$ cat config.mk
export PLATFORM = sky130hd
export DESIGN_NAME = fetch_unit_flat
export DESIGN_NICKNAME = d
export VERILOG_FILES = /design/src/rtl/core_pkg.sv /design/src/rtl/fetch_unit_if.sv /design/src/rtl/sync_fifo.sv /design/src/rtl/fetch_unit.sv /design/src/flat_wrapper.sv
export SDC_FILE = /design/constraint.sdc
export NUM_CORES = 1
export LEC_CHECK = 0
export BUFFER_PORTS_ARGS = -buffer_cell sky130_fd_sc_hd__buf_4
export CAP_MARGIN = 20
export CORE_ASPECT_RATIO = 1.75
export CORE_UTILIZATION = 42
export DETAILED_ROUTE_END_ITERATION = 8
export MAX_ROUTING_LAYER = met4
export PLACE_DENSITY_LB_ADDON = 0.15
export SLEW_MARGIN = 10
export SYNTH_ARGS = -nofsm -noshare
export SYNTH_HDL_FRONTEND = slang
export SYNTH_SLANG_ARGS = --single-unit
$ cat constraint.sdc
create_clock -name clk -period 5.6 [get_ports clk]
set_input_delay 1.12 -clock clk [delete_from_list [all_inputs] [get_ports clk]]
set_output_delay 1.12 -clock clk [all_outputs]
set_load 0.01 [all_outputs]
$ cat src/rtl/core_pkg.sv
// Shared core definitions: datapath width, reset fetch address, RV32 major
// opcode values seen on id_opcode, and the canonical NOP encoding.
package core_pkg;

  localparam int XLEN = 32;
  localparam logic [XLEN-1:0] RESET_PC = 32'h0000_0000;

  localparam logic [6:0] OPC_RTYPE  = 7'b0110011;
  localparam logic [6:0] OPC_ITYPE  = 7'b0010011;
  localparam logic [6:0] OPC_LOAD   = 7'b0000011;
  localparam logic [6:0] OPC_STORE  = 7'b0100011;
  localparam logic [6:0] OPC_BRANCH = 7'b1100011;

  localparam logic [XLEN-1:0] INSTR_NOP = 32'h0000_0013;

endpackage

$ cat src/rtl/fetch_unit_if.sv
// Fetch-stage bus bundle.
//   imem_req_*  : fetch request to instruction memory (valid/ready, addr)
//   imem_resp_* : in-order instruction response from memory
//   redirect_*  : flush/restart from later pipeline stages
//   id_*        : instruction, PC and opcode handed to decode (valid/ready)
// master = fetch unit side, slave = memory/pipeline environment side.
interface fetch_unit_if #(
  parameter int XLEN = 32
);
  logic            imem_req_valid;
  logic            imem_req_ready;
  logic [XLEN-1:0] imem_req_addr;
  logic            imem_resp_valid;
  logic [XLEN-1:0] imem_resp_data;
  logic            redirect_valid;
  logic [XLEN-1:0] redirect_pc;
  logic            id_valid;
  logic            id_ready;
  logic [XLEN-1:0] id_instr;
  logic [XLEN-1:0] id_pc;
  logic [6:0]      id_opcode;

  modport master (
    output imem_req_valid, imem_req_addr, id_valid, id_instr, id_pc, id_opcode,
    input  imem_req_ready, imem_resp_valid, imem_resp_data,
           redirect_valid, redirect_pc, id_ready
  );

  modport slave (
    input  imem_req_valid, imem_req_addr, id_valid, id_instr, id_pc, id_opcode,
    output imem_req_ready, imem_resp_valid, imem_resp_data,
           redirect_valid, redirect_pc, id_ready
  );
endinterface

$ cat src/rtl/sync_fifo.sv
// Small synchronous FIFO with occupancy count.
//   clk, rst : clock, synchronous active-high reset
//   clear    : synchronous flush (same effect as rst)
//   push/din : write an entry (caller never pushes when full)
//   pop/dout : dout is the head (combinational); pop removes it
//   count    : current number of entries
// Simultaneous push and pop is allowed and leaves count unchanged.
module sync_fifo #(
  parameter int WIDTH = 32,
  parameter int DEPTH = 2,
  localparam int AW = $clog2(DEPTH),
  localparam int CW = $clog2(DEPTH + 1)
) (
  input  logic             clk,
  input  logic             rst,
  input  logic             clear,
  input  logic             push,
  input  logic [WIDTH-1:0] din,
  input  logic             pop,
  output logic [WIDTH-1:0] dout,
  output logic [CW-1:0]    count
);
  logic [WIDTH-1:0] mem [DEPTH];
  logic [AW-1:0]    rd_ptr;
  logic [AW-1:0]    wr_ptr;
  logic             do_pop;

  // Popping an empty FIFO is ignored so the count can never underflow.
  assign do_pop = pop && (count != '0);
  assign dout   = mem[rd_ptr];

  always_ff @(posedge clk) begin
    if (push) mem[wr_ptr] <= din;
  end

  // DEPTH is a power of two, so the pointers wrap naturally.
  always_ff @(posedge clk) begin
    if (rst || clear) begin
      rd_ptr <= '0;
      wr_ptr <= '0;
      count  <= '0;
    end else begin
      if (push)   wr_ptr <= wr_ptr + 1'b1;
      if (do_pop) rd_ptr <= rd_ptr + 1'b1;
      case ({push, do_pop})
        2'b10:   count <= count + 1'b1;
        2'b01:   count <= count - 1'b1;
        default: count <= count;
      endcase
    end
  end
endmodule

$ cat src/rtl/fetch_unit.sv
// Instruction-fetch stage.
//   clk, rst : clock, synchronous active-high reset
//   bus      : fetch_unit_if master (imem request/response, redirect, decode)
// Holds the PC, issues word fetches under a credit limit so the instruction
// buffer can never overflow, buffers in-order responses and presents the head
// to decode. A redirect flushes the buffer and marks every in-flight request
// as stale so its response is dropped when it eventually returns.
module fetch_unit
  import core_pkg::*;
#(
  parameter int              XLEN       = core_pkg::XLEN,
  parameter logic [XLEN-1:0] RESET_PC   = core_pkg::RESET_PC,
  parameter int              FIFO_DEPTH = 2
) (
  input logic         clk,
  input logic         rst,
  fetch_unit_if.master bus
);
  localparam int CW = $clog2(FIFO_DEPTH + 1);
  localparam logic [CW:0] DEPTH_W = (CW + 1)'(FIFO_DEPTH);

  logic [XLEN-1:0]   pc;
  logic [CW-1:0]     outstanding;
  logic [CW-1:0]     drop_cnt;
  logic [CW-1:0]     ibuf_count;
  logic [XLEN-1:0]   rq_head;
  logic [2*XLEN-1:0] ibuf_head;
  logic              req_fire;
  logic              ibuf_push;
  logic              id_fire;

  // Credit: in-flight requests plus buffered instructions never exceed the
  // buffer depth, so every returning response has a slot waiting for it.
  always_comb begin
    bus.imem_req_valid = !rst && !bus.redirect_valid &&
                         (({1'b0, outstanding} + {1'b0, ibuf_count}) < DEPTH_W);
    bus.id_valid       = !rst && !bus.redirect_valid && (ibuf_count != '0);
  end

  assign bus.imem_req_addr = pc;
  assign req_fire  = bus.imem_req_valid && bus.imem_req_ready;
  assign id_fire   = bus.id_valid && bus.id_ready;
  // A response that lands during a redirect is wrong-path by definition.
  assign ibuf_push = bus.imem_resp_valid && (drop_cnt == '0) && !bus.redirect_valid;

  assign bus.id_instr  = ibuf_head[2*XLEN-1:XLEN];
  assign bus.id_pc     = ibuf_head[XLEN-1:0];
  assign bus.id_opcode = ibuf_head[XLEN+6:XLEN];

  // The request-PC queue holds exactly the accepted-but-unanswered requests,
  // so its occupancy is the outstanding count. It is never flushed by a
  // redirect: stale responses still return and must pop their entries.
  sync_fifo #(.WIDTH(XLEN), .DEPTH(FIFO_DEPTH)) u_req_pc_q (
    .clk   (clk),
    .rst   (rst),
    .clear (1'b0),
    .push  (req_fire),
    .din   (pc),
    .pop   (bus.imem_resp_valid),
    .dout  (rq_head),
    .count (outstanding)
  );

  sync_fifo #(.WIDTH(2 * XLEN), .DEPTH(FIFO_DEPTH)) u_ibuf (
    .clk   (clk),
    .rst   (rst),
    .clear (bus.redirect_valid),
    .push  (ibuf_push),
    .din   ({bus.imem_resp_data, rq_head}),
    .pop   (id_fire),
    .dout  (ibuf_head),
    .count (ibuf_count)
  );

  always_ff @(posedge clk) begin
    if (rst) begin
      pc       <= RESET_PC;
      drop_cnt <= '0;
    end else if (bus.redirect_valid) begin
      pc       <= bus.redirect_pc & ~XLEN'(3);
      // Everything still in flight is stale; a response arriving right now
      // is already being discarded and leaves the in-flight set this cycle.
      drop_cnt <= outstanding - {{(CW - 1){1'b0}}, bus.imem_resp_valid};
    end else begin
      if (req_fire) pc <= pc + XLEN'(4);
      if (bus.imem_resp_valid && (drop_cnt != '0)) drop_cnt <= drop_cnt - 1'b1;
    end
  end
endmodule

$ cat src/flat_wrapper.sv
// flat-port wrapper written by rule: the top's interface ports become plain ports
module fetch_unit_flat import core_pkg::*;
#(
  parameter int              XLEN       = core_pkg::XLEN,
  parameter logic [XLEN-1:0] RESET_PC   = core_pkg::RESET_PC,
  parameter int              FIFO_DEPTH = 2
)
  (clk, rst, bus_imem_req_valid, bus_imem_req_addr, bus_id_valid, bus_id_instr, bus_id_pc, bus_id_opcode, bus_imem_req_ready, bus_imem_resp_valid, bus_imem_resp_data, bus_redirect_valid, bus_redirect_pc, bus_id_ready);
  fetch_unit_if #(.XLEN(XLEN)) bus_i ();
  input logic clk;
  input logic rst;
  output wire logic [$bits(bus_i.imem_req_valid)-1:0] bus_imem_req_valid;
  output wire logic [$bits(bus_i.imem_req_addr)-1:0] bus_imem_req_addr;
  output wire logic [$bits(bus_i.id_valid)-1:0] bus_id_valid;
  output wire logic [$bits(bus_i.id_instr)-1:0] bus_id_instr;
  output wire logic [$bits(bus_i.id_pc)-1:0] bus_id_pc;
  output wire logic [$bits(bus_i.id_opcode)-1:0] bus_id_opcode;
  input wire logic [$bits(bus_i.imem_req_ready)-1:0] bus_imem_req_ready;
  input wire logic [$bits(bus_i.imem_resp_valid)-1:0] bus_imem_resp_valid;
  input wire logic [$bits(bus_i.imem_resp_data)-1:0] bus_imem_resp_data;
  input wire logic [$bits(bus_i.redirect_valid)-1:0] bus_redirect_valid;
  input wire logic [$bits(bus_i.redirect_pc)-1:0] bus_redirect_pc;
  input wire logic [$bits(bus_i.id_ready)-1:0] bus_id_ready;
  assign bus_imem_req_valid = bus_i.imem_req_valid;
  assign bus_imem_req_addr = bus_i.imem_req_addr;
  assign bus_id_valid = bus_i.id_valid;
  assign bus_id_instr = bus_i.id_instr;
  assign bus_id_pc = bus_i.id_pc;
  assign bus_id_opcode = bus_i.id_opcode;
  assign bus_i.imem_req_ready = bus_imem_req_ready;
  assign bus_i.imem_resp_valid = bus_imem_resp_valid;
  assign bus_i.imem_resp_data = bus_imem_resp_data;
  assign bus_i.redirect_valid = bus_redirect_valid;
  assign bus_i.redirect_pc = bus_redirect_pc;
  assign bus_i.id_ready = bus_id_ready;
  fetch_unit #(.XLEN(XLEN), .RESET_PC(RESET_PC), .FIFO_DEPTH(FIFO_DEPTH)) u_core (.clk(clk), .rst(rst), .bus(bus_i));
endmodule
==> flow_summary_export.csv <==
group,metric,value,unit
cts,clk_path_buf_depth,3,
place,place.gp.congestion,0.8194,
power,power.density,325.9,mW/mm^2
setup_path,cp.arrival,2.40,ns
die,rows,70,
min_path,hp-start,"u_core.bus.imem_req_addr[31]$_SDFFE_PP0P_",
die,floorplan.initialDensity,0.4296,
setup_path,cp-start-kind,"register",
cells_and_area,nets,826,
die,die-area,0.02211,mm^2
detailed_routing,routed_wl,18330,um
cells_and_area,diodes,0,
detailed_routing,route.detailed.drc,0,
die,ios,175,
die,die_y,196.0,um
timing,drv_slew,0,
setup_path,path_common_cell,"buf_4",
setup_path,crit_family,"flip-flops",
grt,grt_pass1_wl,28520,um
grt,track_usage,0.1696,
setup_path,max_stage_delay,0.80,ns
cts,h-tree-depth,1,
grt,grtUsageMet2,0.3107,
detailed_routing,dr.first_iter.drc_count,261,
timing,finalHoldViolCount,0,
min_path,hold_path_class,"reg2reg",
synthesis,synth_top_cell_by_area,"edfxtp_1",
power,clock_power_share,0.371,
power,intPower,2.833,mW
synthesis,ys_warn_count,0,
setup_path,worstSetupEndpointType,"primary output",
cts,numCtsBuffers,21,
detailed_routing,dr_total_vias,5267,
setup_path,reg2reg_depth,7,
synthesis,netlist.area_leader.share,0.6119,
synthesis,synth_edf_count,184,
timing,max_slew_margin,0.3455,
grt,grt_antenna_before_repair,0,
synthesis,ys_ff_latch,226,
place,dp_hpwl,12320,um
cells_and_area,final_common_cell,"edfxtp_1",
detailed_routing,drtAntennaViolNets,0,
power,power_frac_seq,0.536,
die,core_area,0.02102,mm^2
setup_path,crit_chain,"buf_4 > mux2_2 > buf_4",
timing,fin_crit,3.520,ns
cts,cts_resized,0,
cells_and_area,area_delta_synth_final,23.47,%
run,drv_cap,0,
setup_path,required,4.48,ns
cts,clk_pin_slew,0.06,ns
setup_path,crit_type,"reg2out",
cts,cts_tree,"done",
cts,clock_latency,0.49,ns
timing,fin_skew,0.007767,ns
synthesis,syn-cell-area,0.009030,mm^2
grt,grt_overflow,0,
timing,fmax,284.1,MHz
grt,top_usage_layer,"met2",
synthesis,synth_cell_types,48,
grt,grt_pass1_vias,5563,
detailed_routing,viasPerCell,5.184,
setup_path,cpMaxStageDelayCell,"dfxtp_2",
synthesis,synthTopCellsByArea,"edfxtp_1, mux2_2, dfxtp_1",
place,io_buffers,168,
timing,grt_setup_unrepaired,"false",
synthesis,async_flop_share,0,
grt,grt_max_degree,49,
setup_path,r2r_start,"u_core.u_req_pc_q.count[0]$_SDFFE_PP0P_",
power,peakVddDrop,0.1873,mV
grt,grt_util_met1,0.1814,
detailed_routing,drt-pass1-iter-count,4,
power,combPwrFrac,0.093,
cts,clock_sink_count,226,
die,die_w,112.8,um
synthesis,syn_inst,584,
grt,grt_use_met3,0.02101,
min_path,hold_depth,0,
timing,worst_slew_pin_slew,0.9728,ns
status,run_status,"finished, final reports clean",
setup_path,r2r_setup_slack,2.39,ns
power,p_switching,800.1,uW
power,p_leak,4.009,nW
timing,fin_crit_sh,0.6285,
cts,post_cts_buffers,0,
detailed_routing,routedWlPerCell,18.04,um
synthesis,seq_area_frac_synth,0.7050,
cells_and_area,post-route-util,0.5304,
timing,setup-violations-final,0,
setup_path,path_max_fanout,33,
min_path,min_to,"u_core.u_req_pc_q.mem[0][31]$_DFFE_PP_",
timing,tns,0,ns
setup_path,r2r-end,"u_core.u_req_pc_q.mem[0][29]$_DFFE_PP_",
cells_and_area,drive_gt1_frac,0.4084,
setup_path,crit_buf_inv,2,
cts,root_buffer,"clkbuf_16",
power,switching_share,0.2202,
cells_and_area,final_cell_mix,"edfxtp_1, buf_4, mux2_2, dfxtp_1, nor2_1",
cts,cts-hold-fix-buffers,0,
synthesis,syn_area_per_cell,15.46,um^2
synthesis,synthFlopType,"edfxtp_1",
kinds of logic (layout without fill, tap and decap cells):
group,count (synthesis),after routing,share of synthesized area
compound gates,47,47,0.03561
xor+xnor,29,29,0.02813
fa+ha+maj,6,6,0.009145
buf+inv,46,223,0.02536
flops,226,226,0.7050
mux,97,97,0.1203
other cells,1,4,0.0004153
simple gates,132,132,0.07607
synthesized netlist by cell type, types with 4 or more instances:
master,number
nand3_1,17
ha_1,5
edfxtp_1,184
a211oi_1,10
inv_1,10
and3_1,5
buf_1,5
mux2_2,92
dfxtp_1,42
mux2i_1,5
buf_4,11
and2_1,4
nand2_1,27
xnor2_1,17
nor4_1,4
nor2_1,41
nand4_1,11
nor3_1,5
a21oi_1,14
clkbuf_1,17
xor2_1,12
how the worst max path moves through the flow:
stage / startpoint / to / depth (start not counted)
finish: register / bus_id_instr[5] / 3
detailed placement: bus_redirect_valid / u_core.u_ibuf.mem[1][2]$_DFFE_PP_ / 5
global placement: bus_redirect_valid / u_core.u_ibuf.mem[0][3]$_DFFE_PP_ / 5
CTS: register / bus_id_opcode[1] / 3
floorplan: bus_redirect_valid / u_core.u_ibuf.mem[0][10]$_DFFE_PP_ / 4
global route: register / bus_id_opcode[5] / 3
power by group through the flow:
stage | sequential (mW) | clock [mW] | combinational [mW]
global route | 1.95 | 1.45 | 0.370
floorplan | 1.98 | 0 | 0.194
CTS | 1.95 | 1.39 | 0.346
detailed placement | 1.98 | 0 | 0.343
global placement | 1.98 | 0 | 0.333
finish | 1.95 | 1.35 | 0.339
state kept, by name, summed over array words and instances, names as in the netlist, 2 cells and up, named ones only:
register,count
u_core.bus.imem_req_addr,30
u_core.drop_cnt,2
u_core.u_ibuf.mem,124
u_core.u_req_pc_q.count,2
u_core.u_ibuf.count,2
u_core.u_req_pc_q.mem,60
per-layer routing:
metal	vias to the layer above	share of wire
li1	2512	-
met1	2561	0.39
met2	159	0.54
met3	35	0.041
met4	0	0.027
met5	-	0
through the flow:
step,instances,area (um^2),hold WS (ns),total power [mW],worst slack (ns)
2_1_floorplan,587,9041,0.4810,2.170,0.9710
3_3_place_gp,979,10500,0.4988,2.312,1.738
3_5_place_dp,979,10500,0.5024,2.326,1.618
4_1_cts,1016,11150,0.5216,3.681,2.002
5_1_grt,1016,11150,0.5337,3.773,1.941
6_report,1016,11150,0.5225,3.633,2.080
cell type report:
type / instances / area (um^2)
Tap cell: 252 / 315.3
Fill cell: 1774 / 9871
Clock buffer: 26 / 564.3
Clock inverter: 11 / 83.83
Timing Repair Buffer: 175 / 1314
Inverter: 11 / 41.29
Sequential cell: 226 / 6367
Multi-Input combinational cell: 315 / 2464
worst register-to-register path: cells and delay by family, from the launching register on:
kind / cells / cell delay [ns]
AND/OR/NAND/NOR: 4 / 1.38
buffers and inverters: 2 / 0.57
adder cells (fa/ha/maj): 1 / 0.46
flip-flops: 1 / 0.43
(Power assumes the default switching activity.)
